<file path="config.mk">
export PLATFORM = sky130hd
export DESIGN_NAME = l2_port_arbiter
export DESIGN_NICKNAME = d
export VERILOG_FILES = /design/src/rtl/mem_pkg.sv /design/src/rtl/rr_picker.sv /design/src/rtl/l2_port_arbiter.sv
export SDC_FILE = /design/constraint.sdc
export NUM_CORES = 1
export LEC_CHECK = 0
export CAP_MARGIN = 20
export CORE_AREA = 2 2 771 773
export DETAILED_ROUTE_END_ITERATION = 12
export DIE_AREA = 0 0 773 775
export PLACE_DENSITY_LB_ADDON = 0.2
export SLEW_MARGIN = 10
export SYNTH_ARGS = -nofsm -noshare
export SYNTH_HDL_FRONTEND = slang
export SYNTH_SLANG_ARGS = --single-unit
</file>
<file path="constraint.sdc">
create_clock -name clk -period 2.9 [get_ports clk]
set_clock_uncertainty 0.05 [all_clocks]
set_input_delay 0.58 -clock clk [delete_from_list [all_inputs] [get_ports clk]]
set_output_delay 0.58 -clock clk [all_outputs]
set_load 0.02 [all_outputs]
</file>
<file path="src/rtl/mem_pkg.sv">
// Shared slot indices, FSM state type and default line width for the L2 port arbiter.
package mem_pkg;

    localparam int LINE_W = 256;

    localparam int REQ_ICACHE   = 0;
    localparam int REQ_DCACHE   = 1;
    localparam int REQ_IOMMU    = 2;
    localparam int REQ_PREFETCH = 3;

    typedef enum logic [1:0] {
        IDLE = 2'd0,
        BUSY = 2'd1,
        RESP = 2'd2
    } arb_state_t;

endpackage

</file>
<file path="src/rtl/rr_picker.sv">
// Combinational 3-way round-robin selector for the demand clients.
module rr_picker (
    input  logic [2:0] req,
    input  logic [1:0] ptr,
    output logic [2:0] gnt,
    output logic       valid
);

    // Search starts at ptr and wraps; an out-of-range ptr falls back to slot 0 first.
    always_comb begin
        gnt = 3'b000;
        case (ptr)
            2'd1: begin
                if (req[1])      gnt = 3'b010;
                else if (req[2]) gnt = 3'b100;
                else if (req[0]) gnt = 3'b001;
                else             gnt = 3'b000;
            end
            2'd2: begin
                if (req[2])      gnt = 3'b100;
                else if (req[0]) gnt = 3'b001;
                else if (req[1]) gnt = 3'b010;
                else             gnt = 3'b000;
            end
            default: begin
                if (req[0])      gnt = 3'b001;
                else if (req[1]) gnt = 3'b010;
                else if (req[2]) gnt = 3'b100;
                else             gnt = 3'b000;
            end
        endcase
        valid = |req;
    end

endmodule

</file>
<file path="src/rtl/l2_port_arbiter.sv">
// Single-owner arbiter for the shared L2 request port: round-robin demand clients,
// opportunistic prefetch with starvation promotion, and a BUSY timeout watchdog.
module l2_port_arbiter #(
    parameter int LINE_W          = mem_pkg::LINE_W,
    parameter int TIMEOUT_CYCLES  = 1024,
    parameter int PF_STARVE_LIMIT = 16
) (
    input  logic                clk,
    input  logic                reset,
    input  logic [3:0]          req,
    input  logic [4*32-1:0]     req_addr,
    input  logic [3:0]          req_write_en,
    input  logic [4*LINE_W-1:0] req_write_data,
    output logic [3:0]          grant,
    output logic [3:0]          done,
    output logic [3:0]          err,
    output logic [LINE_W-1:0]   rdata,
    output logic [31:0]         l2_addr,
    output logic                l2_request,
    output logic                l2_write_en,
    output logic [LINE_W-1:0]   l2_write_data,
    input  logic [LINE_W-1:0]   l2_data,
    input  logic                l2_done,
    output logic                busy
);
    import mem_pkg::*;

    localparam int TCNT_W = $clog2(TIMEOUT_CYCLES + 1);
    localparam int SCNT_W = $clog2(PF_STARVE_LIMIT + 1);
    localparam logic [TCNT_W-1:0] TCNT_LAST  = TCNT_W'(TIMEOUT_CYCLES - 1);
    localparam logic [SCNT_W-1:0] STARVE_MAX = SCNT_W'(PF_STARVE_LIMIT);

    arb_state_t          r_state;
    logic [1:0]          r_rr_ptr;
    logic [1:0]          r_owner;
    logic [SCNT_W-1:0]   r_starve_cnt;
    logic [TCNT_W-1:0]   r_tcnt;
    logic [3:0]          r_grant;
    logic [3:0]          r_done;
    logic [3:0]          r_err;
    logic [LINE_W-1:0]   r_rdata;
    logic [31:0]         r_l2_addr;
    logic                r_l2_request;
    logic                r_l2_write_en;
    logic [LINE_W-1:0]   r_l2_write_data;
    logic                r_busy;

    logic [2:0]          w_demand_gnt;
    logic                w_demand_valid;
    logic                w_pf_promote;
    logic [3:0]          w_win;
    logic [1:0]          w_win_idx;
    logic [1:0]          w_next_ptr;
    logic                w_win_we;

    rr_picker u_rr_picker (
        .req   (req[2:0]),
        .ptr   (r_rr_ptr),
        .gnt   (w_demand_gnt),
        .valid (w_demand_valid)
    );

    assign w_pf_promote = req[REQ_PREFETCH] && (r_starve_cnt >= STARVE_MAX);

    // Winner: starved prefetch first, then round-robin demand, then idle-time prefetch.
    always_comb begin
        w_win = 4'b0000;
        if (w_pf_promote)              w_win = 4'b1000;
        else if (w_demand_valid)       w_win = {1'b0, w_demand_gnt};
        else if (req[REQ_PREFETCH])    w_win = 4'b1000;
        else                           w_win = 4'b0000;
    end

    // Encode winner index, next round-robin pointer and masked write flag.
    always_comb begin
        w_win_idx  = 2'd0;
        w_next_ptr = r_rr_ptr;
        case (w_win)
            4'b0001: begin w_win_idx = 2'd0; w_next_ptr = 2'd1; end
            4'b0010: begin w_win_idx = 2'd1; w_next_ptr = 2'd2; end
            4'b0100: begin w_win_idx = 2'd2; w_next_ptr = 2'd0; end
            4'b1000: begin w_win_idx = 2'd3; w_next_ptr = r_rr_ptr; end
            default: begin w_win_idx = 2'd0; w_next_ptr = r_rr_ptr; end
        endcase
        w_win_we = req_write_en[w_win_idx] &&
                   ((w_win_idx == 2'(REQ_DCACHE)) || (w_win_idx == 2'(REQ_IOMMU)));
    end

    // Arbiter FSM with starvation counter, timeout counter and operand registers.
    always_ff @(posedge clk) begin
        if (reset) begin
            r_state         <= IDLE;
            r_rr_ptr        <= 2'd0;
            r_owner         <= 2'd0;
            r_starve_cnt    <= '0;
            r_tcnt          <= '0;
            r_grant         <= 4'b0000;
            r_done          <= 4'b0000;
            r_err           <= 4'b0000;
            r_rdata         <= '0;
            r_l2_addr       <= 32'h0000_0000;
            r_l2_request    <= 1'b0;
            r_l2_write_en   <= 1'b0;
            r_l2_write_data <= '0;
            r_busy          <= 1'b0;
        end else begin
            if (!req[REQ_PREFETCH] || r_grant[REQ_PREFETCH])
                r_starve_cnt <= '0;
            else if (r_starve_cnt != STARVE_MAX)
                r_starve_cnt <= r_starve_cnt + SCNT_W'(1);
            else
                r_starve_cnt <= r_starve_cnt;

            case (r_state)
                IDLE: begin
                    if (|req) begin
                        r_owner         <= w_win_idx;
                        r_grant         <= w_win;
                        r_l2_addr       <= req_addr[{w_win_idx, 5'd0} +: 32];
                        r_l2_write_en   <= w_win_we;
                        r_l2_write_data <= req_write_data[int'(w_win_idx) * LINE_W +: LINE_W];
                        r_l2_request    <= 1'b1;
                        r_tcnt          <= '0;
                        r_busy          <= 1'b1;
                        r_rr_ptr        <= w_next_ptr;
                        r_state         <= BUSY;
                    end
                end
                BUSY: begin
                    if (l2_done) begin
                        r_rdata          <= l2_data;
                        r_done[r_owner]  <= 1'b1;
                        r_l2_request     <= 1'b0;
                        r_state          <= RESP;
                    end else if (r_tcnt == TCNT_LAST) begin
                        r_rdata          <= '0;
                        r_done[r_owner]  <= 1'b1;
                        r_err[r_owner]   <= 1'b1;
                        r_l2_request     <= 1'b0;
                        r_state          <= RESP;
                    end else begin
                        r_tcnt <= r_tcnt + TCNT_W'(1);
                    end
                end
                RESP: begin
                    r_grant <= 4'b0000;
                    r_done  <= 4'b0000;
                    r_err   <= 4'b0000;
                    r_rdata <= '0;
                    r_busy  <= 1'b0;
                    r_state <= IDLE;
                end
                default: begin
                    r_state <= IDLE;
                end
            endcase
        end
    end

    assign grant         = r_grant;
    assign done          = r_done;
    assign err           = r_err;
    assign rdata         = r_rdata;
    assign l2_addr       = r_l2_addr;
    assign l2_request    = r_l2_request;
    assign l2_write_en   = r_l2_write_en;
    assign l2_write_data = r_l2_write_data;
    assign busy          = r_busy;

endmodule
</file>
==> results.toml <==
[clock_network]
cts_hold_buf = 0
clockBufferDepth = 4
numCtsBuffers = 99
root_buffer = "clkbuf_16"
path_clk_slew_ns = 0.06
htreeDepth = 3
cts.sinks = 581
cts_tree = "done"
worst_skew_pair.late_latency_ns = 0.84

[route]
drt_wl_total_um = 405000
via_per_inst = 2.86
vias = 38600
drc = 0
routedWlPerCell_um = 30.0
drt_iter0_markers = 2671
drt_pre_antenna_iters = 5
drtAntennaViolNets = 0

[power]
ir_drop_uv = 416
leakagePower_nw = 20.8
powerDensity_nw_per_um2 = 569
power_mw = 36.5

[critical_path]
critPathArrivalTime_ns = 3.64
crit_required_ns = 3.50
max_stage_delay_ns = 0.86
crit_fanout = 6
crit_path_end = "l2_write_data[176]$_SDFFE_PP0P_"
cp_slowest_cell = "o211ai_1"
crit_family = "compound AO/OA/AOI/OAI gates"
crit_path_start_kind = "flip-flop"
r2r_cells = 10
critPathCaptureType = "flip-flop"
worst-r2r-setup-slack_ns = -0.14
crit_top_cell = "nand2_8"
path_depth = 10
crit_buf_inv = 3
worstPathCellList = "ha_4 -> buf_6 -> nor2b_4 -> o311a_4 -> nand2_8 -> nand2_8 -> buf_16 -> buf_12 -> o211ai_1 -> a31oi_1"
r2r_end = "l2_write_data[176]$_SDFFE_PP0P_"
r2r-start = "r_rr_ptr[1]$_SDFFE_PP0P_"
critical_path_class = "flip-flop to flip-flop"
cp-startpoint = "r_rr_ptr[1]$_SDFFE_PP0P_"

[grt]
antenna_found_initial = 302
met2_usage_pct = 21.1
grt_pass1_wl_um = 497000
overflow = 0
use_met3_pct = 5.51
track_usage_pct = 12.9
grt_use_met1_pct = 15.7
grt_start_max_net_pins = 92
grt_pass1_vias = 38900
grt.busiest_layer = "met2"

[logic_synthesis]
netlist_area_um2 = 27600
async_reset_ff_share_pct = 0
yosysWarnings = 0
synth-edff-count = 0
synth-seq-cells = 581
synth_cell_types = 47
ys_seq_area_share_pct = 42.1
synth_ff_type = "dfxtp_1"
syn_nets = 4792
syn_avg_cell_area_um2 = 8.19
syn-instance-count = 3368

[placement]
gp_congestion = 0.953
io_buffer_count = 1977
place_inst = 13200
hpwl_um = 353000

[die]
rows = 283
die_w_um = 773
die_h_um = 775
io-pin-count = 1978
start_util_pct = 4.66
coreArea_um2 = 592000
dieArea_um2 = 599000

[sta]
rsz0062_at_grt = "true"
max_clock_freq_mhz = 329
drv_slew = 0
max_slew_margin_pct = 25.9
hold_violations = 0
tightestPinTransition_ns = 1.11
post-route-period-util_pct = 105
period_needed_ns = 3.04
layout_setup_ws_ns = -0.140
setup_viol_count_final = 35

[status]
outcome = "complete, but fails checks"
violations = "negative setup slack"

[cells_and_area]
post-route-util_pct = 10.8
drive_gt1_share_pct = 14.8
final_cells = 13500
final_nets = 6943
area_delta_synth_final_pct = 132

[job]
drv_cap = 0

[min_path]
hold_path.class = "input pin to flip-flop"
[kinds of logic (layout without fill, tap and decap cells)]
family,after synthesis,in the layout,share of synthesized area (%)
compound gates,1165,1165,31.4
xor+xnor,12,12,0.381
fa+ha+maj,5,5,0.227
buf+inv,354,2580,5.74
flops,581,581,42.1
mux,4,4,0.150
other cells,0,71,0
simple gates,1247,1247,20.0
[cells in the final DEF, fill, tap and decap left out, types with 5 or more instances in the layout]
cell	count
o211ai_1	576
nor3_1	6
clkbuf_8	26
clkinv_2	18
nand2_1	591
clkdlybuf4s50_1	1940
buf_6	18
nand2b_1	5
or2_2	187
or2_1	46
buf_12	80
a22o_1	257
a31oi_1	293
dfxtp_1	577
a21oi_1	17
or2_0	55
buf_4	324
nor2_1	325
nor2b_1	5
dlygate4sd2_1	12
diode_2	71
buf_16	11
o21ai_0	5
xnor2_1	9
clkbuf_1	13
bufinv_16	12
clkbuf_16	107
nand3_1	7
[routing by layer]
metal | vias to the layer above | wire (um)
met4 | 214 | 9970
met3 | 620 | 40500
met1 | 18800 | 168000
met5 | - | 1410
met2 | 2235 | 185000
li1 | 16700 | -
[cell type report]
class / instances / area (um2)
tap: 7837 / 9810
sequential: 581 / 11600
clock inverter: 36 / 529
multi-input combinational: 2433 / 14500
fill: 68300 / 528000
inverter: 5 / 21.3
clock buffer: 140 / 2930
timing repair buffer: 2399 / 24400
antenna: 71 / 178
[what timing repair did]
action                                  in CTS  in global routing
buffers inserted                            40                 18
endpoints found under the setup margin     226                168
resized for setup                           55                 32
pin swaps                                   23                 34
gates cloned                                 5                  6
[synthesized netlist by cell type (2+ instances only)]
master / instances / area, um2
o21a_1: 3 / 22.5
a21oi_1: 18 / 90.1
nor4_1: 2 / 12.5
nor2b_1: 8 / 50.1
nand2b_1: 5 / 31.3
nor3_1: 6 / 30.0
nor2_4: 2 / 22.5
or3_1: 3 / 18.8
o21ai_0: 5 / 25.0
mux2i_1: 3 / 30.0
o2111ai_1: 2 / 17.5
or2_1: 44 / 275
buf_4: 5 / 37.5
buf_1: 16 / 60.1
nand3_1: 7 / 35.0
o211ai_1: 576 / 4320
dfxtp_1: 581 / 11600
a22o_1: 257 / 2250
xor2_1: 3 / 26.3
nand2_1: 593 / 2230
xnor2_1: 9 / 78.8
nor2_1: 326 / 1220
buf_2: 188 / 941
or2_2: 188 / 1180
inv_1: 5 / 18.8
clkbuf_1: 140 / 526
or2_0: 57 / 357
ha_1: 5 / 62.6
a31oi_1: 293 / 1830
[power by group]
group          internal [mW]  total (mW)  switching (mW)  leakage [nW]
logic                   5.96        13.5            7.52          14.3
clock network           8.07        13.3            5.20          1.71
registers               8.90        9.71           0.813          4.77
[per-stage QoR]
step           setup TNS (ns)  worst slack [ns]  hold slack [ns]  area [um2]
6_report                -1.63            -0.140            0.129       64000
5_1_grt                 -5.02            -0.169           0.0580       63900
4_1_cts               -0.0944           -0.0371           0.0247       63400
3_5_place_dp          -138.59            -0.870            0.378       59300
3_3_place_gp          -127.00            -0.895            0.389       59300
2_1_floorplan               0             0.531            0.362       27600
[registers in the layout, indices dropped and copies added (netlist names), 4 cells and up]
register,flops
l2_write_data,256
rdata,256
l2_addr,32
r_tcnt,11
r_starve_cnt,5
done,4
err,4
grant,4
[how the worst min path moves through the flow]
stage / from / end / cells after the start
floorplan: r_tcnt[10]$_SDFFE_PP0P_ / r_tcnt[10]$_SDFFE_PP0P_ / 2
global placement: r_tcnt[10]$_SDFFE_PP0P_ / r_tcnt[10]$_SDFFE_PP0P_ / 2
detailed placement: r_tcnt[10]$_SDFFE_PP0P_ / r_tcnt[10]$_SDFFE_PP0P_ / 2
CTS: reset / l2_write_data[23]$_SDFFE_PP0P_ / 2
global route: reset / l2_write_data[20]$_SDFFE_PP0P_ / 2
finish: reset / l2_write_data[23]$_SDFFE_PP0P_ / 2
No activity file was read; power rests on OpenSTA's default activity.
